===== src/rtl/denorm2_shift.sv =====
// Two-stage arithmetic right-shift denormalizer with valid/ready on both sides.
// Define DENORM2_ROUND_EN to round half-up instead of truncating toward -inf.
module denorm2_shift #(
    parameter int MANTISSA = 11,
    parameter int EXPONENT = 5
) (
    input  logic                clk,
    input  logic                rstn,
    input  logic                in_valid,
    output logic                in_ready,
    input  logic [MANTISSA-1:0] in_mantissa,
    input  logic [EXPONENT-1:0] in_exponent,
    output logic                out_valid,
    input  logic                out_ready,
    output logic [MANTISSA-1:0] out_mantissa,
    output logic                out_inexact
);

    localparam int SHW = $clog2(MANTISSA + 1);

    logic                adv1;
    logic                adv2;

    logic                s1_valid_q;
    logic                s1_valid_d;
    logic [MANTISSA-1:0] s1_mant_q;
    logic [MANTISSA-1:0] s1_mant_d;
    logic [SHW-1:0]      s1_sh_q;
    logic [SHW-1:0]      s1_sh_d;

    logic                s2_valid_q;
    logic                s2_valid_d;
    logic [MANTISSA-1:0] out_mant_q;
    logic [MANTISSA-1:0] out_mant_d;
    logic                out_inexact_q;
    logic                out_inexact_d;

    logic [SHW-1:0]      sh_clamp;
    logic [MANTISSA-1:0] trunc;
    logic [MANTISSA-1:0] lost_mask;
    logic [MANTISSA-1:0] shifted;
    logic                lost_any;

    assign adv2      = ~s2_valid_q | out_ready;
    assign adv1      = ~s1_valid_q | adv2;
    assign in_ready  = adv1;

    assign out_valid    = s2_valid_q;
    assign out_mantissa = out_mant_q;
    assign out_inexact  = out_inexact_q;

    // Shifts of MANTISSA or more all collapse to a pure sign fill.
    always_comb begin
        sh_clamp = SHW'(MANTISSA);
        if (32'(in_exponent) < 32'(MANTISSA)) begin
            sh_clamp = SHW'(in_exponent);
        end
    end

    always_comb begin
        s1_valid_d = s1_valid_q;
        s1_mant_d  = s1_mant_q;
        s1_sh_d    = s1_sh_q;
        if (adv1) begin
            s1_valid_d = in_valid;
            if (in_valid) begin
                s1_mant_d = in_mantissa;
                s1_sh_d   = sh_clamp;
            end
        end
    end

    always_comb begin
        trunc     = MANTISSA'($signed(s1_mant_q) >>> s1_sh_q);
        lost_mask = ~({MANTISSA{1'b1}} << s1_sh_q);
        lost_any  = |(s1_mant_q & lost_mask);
    end

`ifdef DENORM2_ROUND_EN
    logic round_bit;

    // Bit sh-1 is the half-LSB weight; sh never exceeds MANTISSA.
    always_comb begin
        round_bit = 1'b0;
        if (s1_sh_q != '0) begin
            round_bit = s1_mant_q[s1_sh_q - SHW'(1)];
        end
        shifted = trunc + {{(MANTISSA-1){1'b0}}, round_bit};
    end
`else
    always_comb begin
        shifted = trunc;
    end
`endif

    always_comb begin
        s2_valid_d    = s2_valid_q;
        out_mant_d    = out_mant_q;
        out_inexact_d = out_inexact_q;
        if (adv2) begin
            s2_valid_d    = s1_valid_q;
            out_mant_d    = shifted;
            out_inexact_d = lost_any;
        end
    end

    always_ff @(posedge clk) begin
        if (!rstn) begin
            s1_valid_q    <= 1'b0;
            s1_mant_q     <= '0;
            s1_sh_q       <= '0;
            s2_valid_q    <= 1'b0;
            out_mant_q    <= '0;
            out_inexact_q <= 1'b0;
        end else begin
            s1_valid_q    <= s1_valid_d;
            s1_mant_q     <= s1_mant_d;
            s1_sh_q       <= s1_sh_d;
            s2_valid_q    <= s2_valid_d;
            out_mant_q    <= out_mant_d;
            out_inexact_q <= out_inexact_d;
        end
    end

endmodule


===== config.mk =====
export PLATFORM = sky130hd
export DESIGN_NAME = denorm2_shift
export DESIGN_NICKNAME = d
export VERILOG_FILES = /design/src/rtl/denorm2_shift.sv
export SDC_FILE = /design/constraint.sdc
export NUM_CORES = 1
export LEC_CHECK = 0
export BUFFER_PORTS_ARGS = -buffer_cell sky130_fd_sc_hd__buf_2
export CAP_MARGIN = 20
export CORE_ASPECT_RATIO = 1.1
export CORE_MARGIN = 2
export CORE_UTILIZATION = 57
export CTS_CLUSTER_SIZE = 28
export DETAILED_ROUTE_END_ITERATION = 10
export GPL_TIMING_DRIVEN = 0
export PLACE_DENSITY = 0.85
export SLEW_MARGIN = 20
export SYNTH_ARGS = -nofsm -noshare
export SYNTH_HDL_FRONTEND = slang
export SYNTH_SLANG_ARGS = --single-unit

===== constraint.sdc =====
create_clock -name clk -period 3.35 [get_ports clk]
set_clock_uncertainty 0.2 [all_clocks]
set_input_delay 0.67 -clock clk [delete_from_list [all_inputs] [get_ports clk]]
set_output_delay 0.67 -clock clk [all_outputs]
set_load 0.005 [all_outputs]

==> flow_summary.toml, run 1 <==
[logic_synthesis]
ys_seq_area_share_pct = 37.2
syn_area_um2 = 1560
synth_seq_cells = 29
synth_area_per_cell_um2 = 7.89
syn-num-nets = 218
synth_cells = 198
synth_cell_types = 37
yosysWarnings = 0

[timing]
period_share_pct = 59.4
rsz0062_at_grt = "no"
worstMarginPinSlew_ps = 517
slew_viol_final = 0
hold_viol_final = 0
max_freq_mhz = 503
finalSetupTns_ps = 0
whs_ps = 249
setup_viol = 0
max_slew_margin_pct = 64.6
min_period_ps = 1990

[floorplan]
dieWidth_um = 53.9
initial_core_util_pct = 61.4
ios = 34
core_area_um2 = 2540
die_h_um = 58.9
rows = 19
die_area_um2 = 3170

[routing]
drt-pass1-iter-count = 4
viasPerCell = 6.04
drt-total-wl_mm = 3.85
vias = 1620
drc = 0
post_drt_wl_per_cell_um = 14.4
dr.first_iter.drc_count = 39
ant_nets = 0

[final_layout]
seqCellArea_um2 = 581
drive_gt1_share_pct = 21.1
fillers = 237
multi_input_area_um2 = 901
syn2layout_area_growth_pct = 15.8
num_antenna_cells = 0
finalNonFillerCells = 268
mostFrequentLayoutCell = "nand2_1"
layout.nets = 258
most-common-layout-cells = "nand2_1, buf_2, dfxtp_1, a21oi_1, mux2i_1"

[pwr]
peakVddDrop_uv = 304
p_leak_nw = 0.761
p_per_area_nw_per_um2 = 402
power.total_mw = 0.727

[placement]
io_buffers = 33
place_inst = 262
place_congestion = 0.850
hpwl_mm = 2.79

[worst_setup_path]
cp_max_fo = 3
worstPathRequired_ps = 2480
cp.arrival_ps = 1120
critPathKind = "input pin to output pin"
cp-end-kind = "output pin"
reg2reg_from = "s1_sh_q[1]"
worstSetupStartpointType = "input pin"
crit_start = "out_ready"

[clocking]
cts.hold.buffers_added = 0
cts.htree.levels = 2
tritoncts = "built"
path_clk_slew_ps = 80
clock-sinks = 29
cts-buffers-inserted = 5
clock_latency_ps = 330
cts-root-buf = "clkbuf_4"
post_cts.repair.setup_buffers = 0
ctsResizeCount = 0
clk_path_buf_depth = 2

[run_status]
status = "finished clean"

[hold_path]
hp-class = "register to register"
min_from = "out_mantissa[10]"

[global_route]
track_usage_pct = 27.7
grt_max_degree = 11
grt_pass1_vias = 1449
antenna_found_initial = 0
gr-total-overflow = 0
grt_pass1_wl_mm = 6.34

[run]
cap_violations = 0
## cell usage after synthesis (all sizes together)
library cell / n / area [µm²]
nand2: 40 / 150
dfxtp: 29 / 581
a21oi: 26 / 130
o21ai: 14 / 73.8
mux2i: 12 / 120
nor2: 11 / 41.3
clkbuf: 9 / 33.8
nand3: 7 / 35.0
buf: 6 / 35.0
mux2: 5 / 56.3
a31oi: 4 / 25.0
nor3: 4 / 20.0
a2111oi: 3 / 26.3
a211oi: 3 / 22.5
inv: 3 / 11.3
nand2b: 3 / 18.8
o31ai: 3 / 22.5
mux4: 2 / 52.6
nor2b: 2 / 12.5
a21boi: 1 / 7.51
a311o: 1 / 10.0
a41oi: 1 / 8.76
and3: 1 / 6.26
and4b: 1 / 10.0
nand3b: 1 / 7.51
nand4: 1 / 6.26
nor3b: 1 / 7.51
nor4: 1 / 6.26
o2111a: 1 / 11.3
o22ai: 1 / 6.26
or3: 1 / 6.26
## registers in the layout, indices dropped and copies added, names as in the netlist
register,count
out_inexact,1
out_mantissa,11
out_valid,1
s1_mant_q,11
s1_sh_q,4
s1_valid_q,1
## kinds of logic after synthesis
family | count (synthesis) | synth area share, %
simple gates | 74 | 21.0
compound gates | 58 | 22.0
mux | 19 | 14.7
flops | 29 | 37.2
buf+inv | 18 | 5.13
## final timing paths
path                                          to  slack (ps)  depth (start not counted)
worst max register to register   out_mantissa[1]        1520                          4
worst max-delay path                    in_ready        1360                          3
worst min register to register  out_mantissa[10]         250                          2
worst min-delay path            out_mantissa[10]         250                          2
## where the power goes
| part | internal, mW | total (mW) | leakage [nW] | switching (mW) |
|---|---|---|---|---|
| clock network | 0.0725 | 0.190 | 0.0269 | 0.118 |
| logic | 0.0663 | 0.148 | 0.495 | 0.0814 |
| registers | 0.368 | 0.389 | 0.239 | 0.0206 |
| total | 0.507 | 0.727 | 0.761 | 0.220 |
## per-stage QoR
step	utilization (%)	setup WS (ps)	area (µm²)
floorplan	-	1560	1560
global placement	69.4	1210	1770
detailed placement	69.4	1190	1770
CTS	71.1	1370	1810
global route	71.1	1340	1810
finish	71.1	1360	1810
## critical path, stage by stage
cell      delay (ps)
buf_2            110
nand3b_1         190
buf_2            150
## per-layer routing
layer	part of all wire, %	global-route usage, %	up-vias
met5	0	0	-
met4	1.3	10.3	0
met3	6.1	9.64	8
met2	50	45.3	61
met1	43	32.9	760
li1	-	-	791
## area by class of cell
cell class | count | area share (%)
well taps | 31 | 2.15
multi-input cells | 151 | 49.8
repair buffers | 33 | 9.13
clock inverters | 1 | 0.277
flip-flops and latches | 29 | 32.1
clock buffers | 5 | 2.08
plain buffers | 15 | 3.81
inverters | 3 | 0.623
No activity file was read; power rests on OpenSTA's default activity.
==> run 2: changes to the inputs <==
--- a/config.mk
+++ b/config.mk
@@ -9,11 +9,11 @@
 export CAP_MARGIN = 20
 export CORE_ASPECT_RATIO = 1.1
 export CORE_MARGIN = 2
-export CORE_UTILIZATION = 57
+export CORE_UTILIZATION = 48
 export CTS_CLUSTER_SIZE = 28
 export DETAILED_ROUTE_END_ITERATION = 10
 export GPL_TIMING_DRIVEN = 0
-export PLACE_DENSITY = 0.85
+export PLACE_DENSITY = 0.77
 export SLEW_MARGIN = 20
 export SYNTH_ARGS = -nofsm -noshare
 export SYNTH_HDL_FRONTEND = slang
==> constraint.sdc (replaced) <==
create_clock -name clk -period 1.7 [get_ports clk]
set_clock_uncertainty 0.2 [all_clocks]
set_input_delay 0.34 -clock clk [delete_from_list [all_inputs] [get_ports clk]]
set_output_delay 0.34 -clock clk [all_outputs]
set_load 0.005 [all_outputs]
==> flow_summary.toml, run 2 (synthesis gave the netlist of run 1 again) <==
[global_route]
track_usage_pct = 22.9
grt_max_degree = 11
grt_pass1_vias = 1425
antenna_found_initial = 0
gr-total-overflow = 0
grt_pass1_wl_mm = 6.50

[floorplan]
rows = 21
ios = 34
die_h_um = 63.8
core_area_um2 = 3070
die_area_um2 = 3730
initial_core_util_pct = 50.8
dieWidth_um = 58.4

[final_layout]
mostFrequentLayoutCell = "nand2_1"
drive_gt1_share_pct = 27.6
finalNonFillerCells = 273
fillers = 275
most-common-layout-cells = "nand2_1, buf_2, dfxtp_1, a21oi_1"
multi_input_area_um2 = 931
num_antenna_cells = 0
seqCellArea_um2 = 584
syn2layout_area_growth_pct = 20.1
layout.nets = 258

[worst_setup_path]
r2r_end = "out_mantissa[1]"
cp_max_fo = 4
worstSetupStartpointType = "register"
r2r_cells = 4
cp-end-kind = "register"
reg2reg_from = "s1_sh_q[1]"
cp.arrival_ps = 1740
r2r_setup_slack_ps = -20
critPathKind = "register to register"
worstPathRequired_ps = 1710

[pwr]
p_leak_nw = 0.780
power.total_mw = 1.50
peakVddDrop_uv = 544
p_per_area_nw_per_um2 = 801

[timing]
rsz0062_at_grt = "yes"
worstMarginPinSlew_ps = 493
min_period_ps = 1720
max_freq_mhz = 581
period_share_pct = 101
slew_viol_final = 0
setup_viol = 1
max_slew_margin_pct = 66.3
layout_setup_ws_ps = -21.2
hold_viol_final = 0

[clocking]
tritoncts = "built"
cts-buffers-inserted = 5
cts.htree.levels = 2
clock_latency_ps = 350
post_cts.repair.setup_buffers = 0
cts-root-buf = "clkbuf_4"
clk_path_buf_depth = 2
path_clk_slew_ps = 100
clock-sinks = 29
cts.hold.buffers_added = 0

[placement]
place_inst = 265
io_buffers = 33
place_congestion = 0.842
hpwl_mm = 2.75

[routing]
dr.first_iter.drc_count = 147
drc = 0
drt-total-wl_mm = 3.90
ant_nets = 0
drt-pass1-iter-count = 4
viasPerCell = 5.84
vias = 1593
post_drt_wl_per_cell_um = 14.3

[run]
cap_violations = 0

[hold_path]
min_from = "in_mantissa[2]"
min_delay_path_depth = 3
hp-class = "input pin to register"
whs_endpoint = "s1_mant_q[2]"

[run_status]
status = "finished, violations left"
failed_checks = "negative setup slack"
run 2: final cells by class:
type | instances | area share (%)
inverters | 3 | 0.600
clock inverters | 3 | 0.934
clock buffers | 5 | 2.00
multi-input cells | 151 | 49.6
repair buffers | 33 | 8.81
well taps | 34 | 2.27
flip-flops and latches | 29 | 31.2
plain buffers | 15 | 4.60
run 2: worst max-delay path by stage:
stage / start / endpoint / slack (ps)
after floorplan: s1_sh_q[1] / out_mantissa[1] / 40
after global placement: s1_sh_q[2] / out_mantissa[0] / -120
after detailed placement: out_ready / out_mantissa[4] / -150
after CTS: s1_sh_q[1] / out_mantissa[1] / -70
after global routing: s1_sh_q[1] / out_mantissa[1] / -50
final: s1_sh_q[1] / out_mantissa[1] / -20
run 2: worst max-delay path, cell delays in order, from the launching register on:
cell     delay [ps]
dfxtp_4         400
mux4_2          510
mux2_4          290
nand2_2          70
a41oi_1         110
run 2: repair_timing:
item | in CTS | in global routing
gates resized for setup | 5 | 22
setup endpoints to repair | 7 | 20
pin swaps | 0 | 1
run 2: per-layer routing:
layer / part of all wire [%] / up-vias / global-route usage, %
li1: - / 795 / -
met2: 48 / 58 / 34.8
met3: 7.0 / 10 / 4.45
met1: 44 / 730 / 29.2
met4: 1.7 / 0 / 14.2
met5: 0 / - / 0
run 2: where the power goes:
group          leakage [nW]  internal, mW  switching (mW)
Sequential            0.239         0.726          0.0421
Clock                0.0310         0.155           0.265
Combinational         0.510         0.145           0.168
run 2: through the flow:
step	hold WS [ps]	setup TNS [ps]	util, %	setup slack, ps	area, µm²
6_report	9.07	-21.2	61.0	-21.2	1880
5_1_grt	4.07	-116	61.0	-47.0	1880
4_1_cts	3.78	-116	59.7	-70.1	1840
3_5_place_dp	244	-870	57.6	-152	1770
3_3_place_gp	240	-583	57.6	-123	1770
2_1_floorplan	248	0	-	41.6	1560
